<file path="config.mk">
export PLATFORM = sky130hd
export DESIGN_NAME = mio_arbiter
export DESIGN_NICKNAME = d
export VERILOG_FILES = /design/src/rtl/mio_arbiter.sv
export SDC_FILE = /design/constraint.sdc
export NUM_CORES = 1
export LEC_CHECK = 0
export ABC_CLOCK_PERIOD_IN_PS = 3000
export BUFFER_PORTS_ARGS = -buffer_cell sky130_fd_sc_hd__buf_2
export CAP_MARGIN = 10
export CORE_MARGIN = 2
export CORE_UTILIZATION = 40
export DETAILED_ROUTE_END_ITERATION = 12
export HOLD_SLACK_MARGIN = 0.03
export PLACE_DENSITY = 0.7
export RECOVER_POWER = 50
export SLEW_MARGIN = 20
export SYNTH_ARGS = -nofsm -noshare
export SYNTH_HDL_FRONTEND = slang
export SYNTH_SLANG_ARGS = --single-unit
</file>
<file path="constraint.sdc">
create_clock -name clk -period 3 [get_ports clk]
set_clock_uncertainty 0.15 [all_clocks]
set_input_delay 0.3 -clock clk [delete_from_list [all_inputs] [get_ports clk]]
set_output_delay 0.3 -clock clk [all_outputs]
set_load 0.02 [all_outputs]
</file>
<file path="src/rtl/mio_arbiter.sv">
// Two-requester round-robin arbiter for a single memory/I/O port.
// Aborts a transaction with an err pulse when mem_r does not arrive within TIMEOUT BUSY cycles.
module mio_arbiter #(
   parameter int unsigned AW      = 16,
   parameter int unsigned DW      = 16,
   parameter int unsigned TIMEOUT = 255
) (
   input  logic          clk,
   input  logic          rst,
   input  logic          req0,
   input  logic          req1,
   input  logic          we0,
   input  logic          we1,
   input  logic [AW-1:0] addr0,
   input  logic [AW-1:0] addr1,
   input  logic [DW-1:0] wdata0,
   input  logic [DW-1:0] wdata1,
   output logic          ack0,
   output logic          ack1,
   output logic          err0,
   output logic          err1,
   output logic [DW-1:0] rdata,
   output logic [AW-1:0] mem_addr,
   output logic [DW-1:0] mem_wdata,
   output logic          mem_rw,
   output logic          mem_en,
   input  logic          mem_r,
   input  logic [DW-1:0] mem_rdata
);

   typedef enum logic [1:0] {StIdle, StBusy, StRecover} state_e;

   localparam logic [15:0] LastCnt = 16'(TIMEOUT - 1);

   state_e        state_q, state_d;
   logic          owner_q, owner_d;
   logic          last_q, last_d;
   logic          grant1;
   logic [15:0]   cnt_q, cnt_d;
   logic          mem_en_q, mem_en_d;
   logic          mem_rw_q, mem_rw_d;
   logic [AW-1:0] mem_addr_q, mem_addr_d;
   logic [DW-1:0] mem_wdata_q, mem_wdata_d;
   logic [DW-1:0] rdata_q, rdata_d;
   logic          ack0_q, ack0_d, ack1_q, ack1_d;
   logic          err0_q, err0_d, err1_q, err1_d;

   always_comb begin
      state_d     = state_q;
      owner_d     = owner_q;
      last_d      = last_q;
      cnt_d       = cnt_q;
      mem_en_d    = 1'b0;
      mem_rw_d    = mem_rw_q;
      mem_addr_d  = mem_addr_q;
      mem_wdata_d = mem_wdata_q;
      rdata_d     = rdata_q;
      ack0_d      = 1'b0;
      ack1_d      = 1'b0;
      err0_d      = 1'b0;
      err1_d      = 1'b0;
      // Requester 1 wins when alone, or on a tie when requester 0 was granted last.
      grant1      = req1 & (~req0 | ~last_q);

      case (state_q)
         StIdle: begin
            if (req0 || req1) begin
               state_d     = StBusy;
               mem_en_d    = 1'b1;
               owner_d     = grant1;
               last_d      = grant1;
               cnt_d       = '0;
               mem_rw_d    = grant1 ? we1 : we0;
               mem_addr_d  = grant1 ? addr1 : addr0;
               mem_wdata_d = grant1 ? wdata1 : wdata0;
            end
         end
         StBusy: begin
            mem_en_d = 1'b1;
            if (mem_r) begin
               state_d  = StRecover;
               mem_en_d = 1'b0;
               ack0_d   = ~owner_q;
               ack1_d   = owner_q;
               if (!mem_rw_q) rdata_d = mem_rdata;
            end else if (cnt_q == LastCnt) begin
               state_d  = StRecover;
               mem_en_d = 1'b0;
               err0_d   = ~owner_q;
               err1_d   = owner_q;
            end else begin
               cnt_d = cnt_q + 16'd1;
            end
         end
         StRecover: state_d = StIdle;
         default:   state_d = StIdle;
      endcase
   end

   always_ff @(posedge clk) begin
      if (rst) begin
         state_q     <= StIdle;
         owner_q     <= 1'b0;
         last_q      <= 1'b1;
         cnt_q       <= '0;
         mem_en_q    <= 1'b0;
         mem_rw_q    <= 1'b0;
         mem_addr_q  <= '0;
         mem_wdata_q <= '0;
         rdata_q     <= '0;
         ack0_q      <= 1'b0;
         ack1_q      <= 1'b0;
         err0_q      <= 1'b0;
         err1_q      <= 1'b0;
      end else begin
         state_q     <= state_d;
         owner_q     <= owner_d;
         last_q      <= last_d;
         cnt_q       <= cnt_d;
         mem_en_q    <= mem_en_d;
         mem_rw_q    <= mem_rw_d;
         mem_addr_q  <= mem_addr_d;
         mem_wdata_q <= mem_wdata_d;
         rdata_q     <= rdata_d;
         ack0_q      <= ack0_d;
         ack1_q      <= ack1_d;
         err0_q      <= err0_d;
         err1_q      <= err1_d;
      end
   end

   assign ack0      = ack0_q;
   assign ack1      = ack1_q;
   assign err0      = err0_q;
   assign err1      = err1_q;
   assign rdata     = rdata_q;
   assign mem_addr  = mem_addr_q;
   assign mem_wdata = mem_wdata_q;
   assign mem_rw    = mem_rw_q;
   assign mem_en    = mem_en_q;

endmodule

</file>
Word-level counts from Yosys, hierarchy flattened

Index checks and enable logic that the tools add are counted.

Flip-flop bits (word level): 74
Bits of input ports: 87
Output and inout bits: 54
Logic and storage cells: 53

$add $sub $neg: 1
Equal/unequal tests: 6
Mux-type cells: 15
Bitwise logic cells: 9
Reductions and logical operators: 9

Operator list:

| cell                                                                   | number |
|---|---|
| 16-bit two-way mux                                                     | 5 |
| 16-bit case mux with 2 select lines                                    | 1 |
| 16-bit by 1-bit adder with 16-bit output, second input constant        | 1 |
| 16-bit by 8-bit equality test with 1-bit output, second input constant | 1 |
| 1-bit NOT                                                              | 7 |
| 2-bit two-way mux                                                      | 3 |
| 2-bit != test, second input constant                                   | 3 |
| 1-bit two-way mux                                                      | 4 |
| 2-bit case mux with 2 select lines                                     | 1 |
| 2-bit AND reduction                                                    | 2 |
| 4-bit AND reduction                                                    | 1 |
| 4-bit OR reduction                                                     | 1 |
| 3-bit != test, second input constant                                   | 1 |
| 3-bit AND reduction                                                    | 1 |
| 3-bit OR reduction                                                     | 1 |
| 2-bit by 1-bit equality test with 1-bit output, second input constant  | 1 |
| 2-bit zero test                                                        | 1 |
| 1-bit case mux with 2 select lines                                     | 1 |
| 2-bit nonzero test                                                     | 1 |
| 1-bit bitwise AND                                                      | 1 |
| 1-bit logical OR                                                       | 1 |
| 1-bit bitwise OR                                                       | 1 |

Logic depth before layout (Yosys ltp)

Word-level depth: 4
Mapped depth: 8

Worst setup path before layout

No wires, ideal clock.

Kind: register -> register
Start point: register cnt_q[11]
End point: register cnt_q[5]
Arrival time: 1985 ps
Required time: 2733 ps
Setup slack: 748 ps
Cell stages (with the launch flop): 7
Period minus slack after synthesis: 2252 ps
Path through: dfxtp_1 or4_1 or4_4 buf_6 o21a_4 a41oi_1 nor2_1

Cells in the longest elaborated chain, start to end: 3

RTL lines:

| item                                            | RTL line | RTL |
|---|---|---|
| start: declaration                              | 39       | `logic [15:0] cnt_q, cnt_d;` |
| start signal: assignment                        | 119      | `cnt_q <= cnt_d;` |
| 16-bit by 8-bit equality test with 1-bit output | 86       | `end else if (cnt_q == LastCnt) begin` |
| 2-bit != test (no source line)                  | --       |  |
| 4-bit AND reduction (no source line)            | --       |  |

No other way between the ends.
A chain may end at the register's enable or synchronous reset.

Worst setup path after layout

Start point: register cnt_q[2]
End point: register cnt_q[14]

Cells in the longest elaborated chain, start to end: 4
Elaborated cells between the ends (all ways): 7
Classes of those cells: add/sub (1); eq/ne (2); mux (3); reduce/logical (1)

RTL lines:

| item                                     | RTL line | RTL |
|---|---|---|
| 16-bit by 1-bit adder with 16-bit output | 92       | `cnt_d = cnt_q + 16'd1;` |
| 16-bit two-way mux                       | 86       |  |
| 16-bit two-way mux                       | 80       | `if (mem_r) begin` |
| 16-bit case mux with 2 select lines      | 65       | `case (state_q)` |

Several ways; a longest one is shown, not always the timed one. The select of a mux whose other input is x is not followed.

==> metrics.md <==
| Metric | Value |
|---|---|
| Port bufs | 140 |
| Synth Cell Area | 0.00317 mm² |
| Post-Syn Instances | 360 |
| Met2 WL | 3.50 mm |
| Cell Count, Final, Fillers Out | 600 |
| # resized after CTS | 0 |
| Delay-heaviest family, CP | simple AND/OR/NAND/NOR gates |
| Worst R2R Setup Slack | 0.50 ns |
| Max Freq | 400 MHz |
| Max_cap viols | 0 |
| RePlAce Congestion | 0.894 |
| Critical path arrival | 2.57 ns |
| H-tree depth | 3 |
| Most frequent cells in the layout | buf_2 (85), dfxtp_1 (74), clkbuf_1 (57) |
| Status | finished, final reports clean |
| Post-Route M1 WL | 3.43 mm |
| Switching power | 654 µW |
| IO Count | 141 |
| CTS Hold Buffers Added | 1 |
| Clk pwr share | 41.3% |
| Syn_nets | 449 |
| Type of origin of the critical path | flop |
| Drt initial violations | 79 |
| Worst Path Required | 3.07 ns |
| Critical path, cell by cell | or4bb_1 > or4_4 > and2_1 > a221o_1 |
| Die Ht | 93.1 µm |
| Reg2reg end | cnt_q[14] |
| Reg power frac | 42.1% |
| Gr ovfl total | 0 |
| Synth Flop Type | dfxtp_1 |
| First-pass GRT wire length | 12.7 mm |
| Initial antenna violation count | 0 |
| Setup tns final | 0 ns |
| Post-CTS Setup Bufs | 0 |
| Antenna-violating nets left | 0 |
| Number of synthesized flops with an enable pin | 0 |
| CTS buffer count | 9 |
| Crit path buffers/inverters | 0 |
| Slew Viols, Final | 0 |
| Tightest Pin Transition | 1.22 ns |
| RSZ-0062 raised after global routing | no |
| TritonCTS Sinks | 74 |
| Count of cell types in the netlist | 39 |
| Final WL | 7.69 mm |
| Setup CP Type | reg2reg |
| Initial Util | 41.3% |
| R2R Path Start | cnt_q[2] |
| Max_slew headroom | 18.5% |
| Yosys warns | 0 |
| Crit path depth | 4 |
| Int Pwr | 1940 µW |
| NumNets Final | 582 |
| Flops & latches, synth | 74 |
| Hold crit path type | in2reg |
| Drt via density | 5.07 |
| Synth async-reset ratio | 0% |
| Worst hold slack | 0.0495 ns |
| Setup Viol. Count Final | 0 |
| Highest metal used | met4 |
| Most common cell after layout, fill and taps aside | buf_2 |
| CP peak stage delay | 0.63 ns |
| Maximum vdd drop | 0.344 mV |
| Critical Path Fanout Max | 12 |
| Ratio of cells with drive above 1 in the final layout | 22.7% |
| P&R area growth vs syn | 31.8% |
| Root Driver | clkbuf_8 |
| Ant diodes | 0 |
| DRT Pass-1 Iters | 4 |
| Number of remaining DRC errors | 0 |
| DR WL met3 | 648 µm |
| Worst Setup Slack, final | 0.503 ns |
| Hpwl dp | 5.59 mm |
| # fillers | 751 |
| CTS tree | built |
| Leak | 0.00166 µW |
| Avg Inst Size Synth | 8.81 µm² |
| Row count | 32 |
| Worst Setup SP | cnt_q[2] |
| Fin crit share | 83.2% |
| Die Span X | 93.1 µm |
| Fin. Hold Viols | 0 |
| Setup WS pre-CTS | 0.548 ns |
| Comb power frac | 16.6% |
| WL per Instance | 12.8 µm |
| Die ar. | 0.00866 mm² |
| Critical-path top delay cell | or4_4 |
| Via count | 3,043 |
| Clk buf depth | 2 |
| CP Capture Point | cnt_q[14] |
| Gr usage total | 18.2% |
| Largest net degree at the start of global routing | 58 |
| Worst reg2reg path depth | 4 |
| Switching portion of total power | 25.2% |
| Placed Cells | 583 |
| Power per cell area | 620 mW/mm² |
| Vias in the first global route | 2,837 |
| Crit. End Element | flop |
| Core Area | 0.00769 mm² |
| Min Tclk post-route | 2.50 ns |
| Clock slew at reported path FFs | 0.08 ns |
| Clk_lat worst skew | 0.33 ns |
| Post-synthesis sequential area ratio | 46.7% |
-- power by group through the flow --
stage               Sequential [µW]  Clock [µW]  Combinational (µW)
global placement               1110           0                 443
finish                         1090        1070                 430
floorplan                      1190           0                 205
global route                   1100        1130                 477
detailed placement             1110           0                 451
CTS                            1090        1090                 452
-- layout make-up --
| class | count | area (µm²) | share of cell area (%) |
|---|---|---|---|
| Sequential cell | 74 | 1480 | 35.4 |
| Inverter | 5 | 18.8 | 0.449 |
| Multi-Input combinational cell | 258 | 1590 | 38.0 |
| Timing Repair Buffer | 145 | 682 | 16.3 |
| Clock buffer | 11 | 131 | 3.14 |
| Clock inverter | 5 | 150 | 3.59 |
| Tap cell | 102 | 128 | 3.05 |
-- logic make-up after synthesis --
family	share of synthesized area, %
buf+inv	3.71
simple gates	18.9
flops	46.7
fa+ha+maj	0.789
compound gates	18.5
mux	11.4
-- state kept, by name (all words and copies together), names as in the netlist, 2 cells and up --
signal / flops
mem_wdata: 16
cnt_q: 16
state_q: 2
mem_addr: 16
rdata: 16
-- per-layer routing --
| layer | GRT usage [%] | vias to the layer above |
|---|---|---|
| li1 | - | 1555 |
| met1 | 22.4 | 1357 |
| met2 | 30.1 | 121 |
| met3 | 5.08 | 10 |
| met4 | 7.11 | 0 |
| met5 | 0 | - |
-- synthesized netlist by cell type, types with 2 or more instances --
| master | n | share of area (%) |
|---|---|---|
| a41oi_1 | 2 | 0.55 |
| mux2i_1 | 36 | 11 |
| nand4_1 | 7 | 1.4 |
| clkbuf_1 | 17 | 2.0 |
| nor2_1 | 46 | 5.4 |
| a211oi_1 | 34 | 8.0 |
| inv_1 | 5 | 0.59 |
| and3_1 | 5 | 0.99 |
| nand3_1 | 7 | 1.1 |
| nor2b_1 | 3 | 0.59 |
| buf_2 | 4 | 0.63 |
| dfxtp_1 | 74 | 47 |
| nand2_1 | 43 | 5.1 |
| a21oi_1 | 30 | 4.7 |
| and2_1 | 2 | 0.39 |
| or3b_2 | 3 | 0.83 |
| nor3_1 | 6 | 0.95 |
| or3_1 | 2 | 0.39 |
| o21ai_0 | 11 | 1.7 |
| o21ai_1 | 2 | 0.32 |
| o31ai_1 | 2 | 0.47 |
| ha_1 | 2 | 0.79 |
-- stage by stage --
step | total power, µW | area (µm²) | util [%]
final | 2590 | 4180 | 54.4
after global placement | 1550 | 3960 | 51.5
after floorplan | 1390 | 3170 | -
after CTS | 2640 | 4250 | 55.3
after global routing | 2710 | 4180 | 54.4
after detailed placement | 1560 | 3960 | 51.5
-- how the worst min path moves through the flow --
| stage | cells past startpoint | to | slack, ns | from |
|---|---|---|---|---|
| after floorplan | 1 | err0 | 0.26 | owner_q |
| after global placement | 2 | rdata[14] | 0.29 | rdata[14] |
| after detailed placement | 2 | rdata[12] | 0.30 | rdata[12] |
| after CTS | 3 | rdata[5] | 0.03 | mem_rdata[5] |
| after global routing | 3 | rdata[6] | 0.05 | mem_rdata[6] |
| final | 3 | rdata[6] | 0.05 | mem_rdata[6] |
-- worst reg2reg max path: stages (launching register included) --
cell and delay, ns:
dfxtp_1 0.45, or4bb_1 0.51, or4_4 0.63, and2_1 0.31, a221o_1 0.33
(Power assumes the default switching activity.)
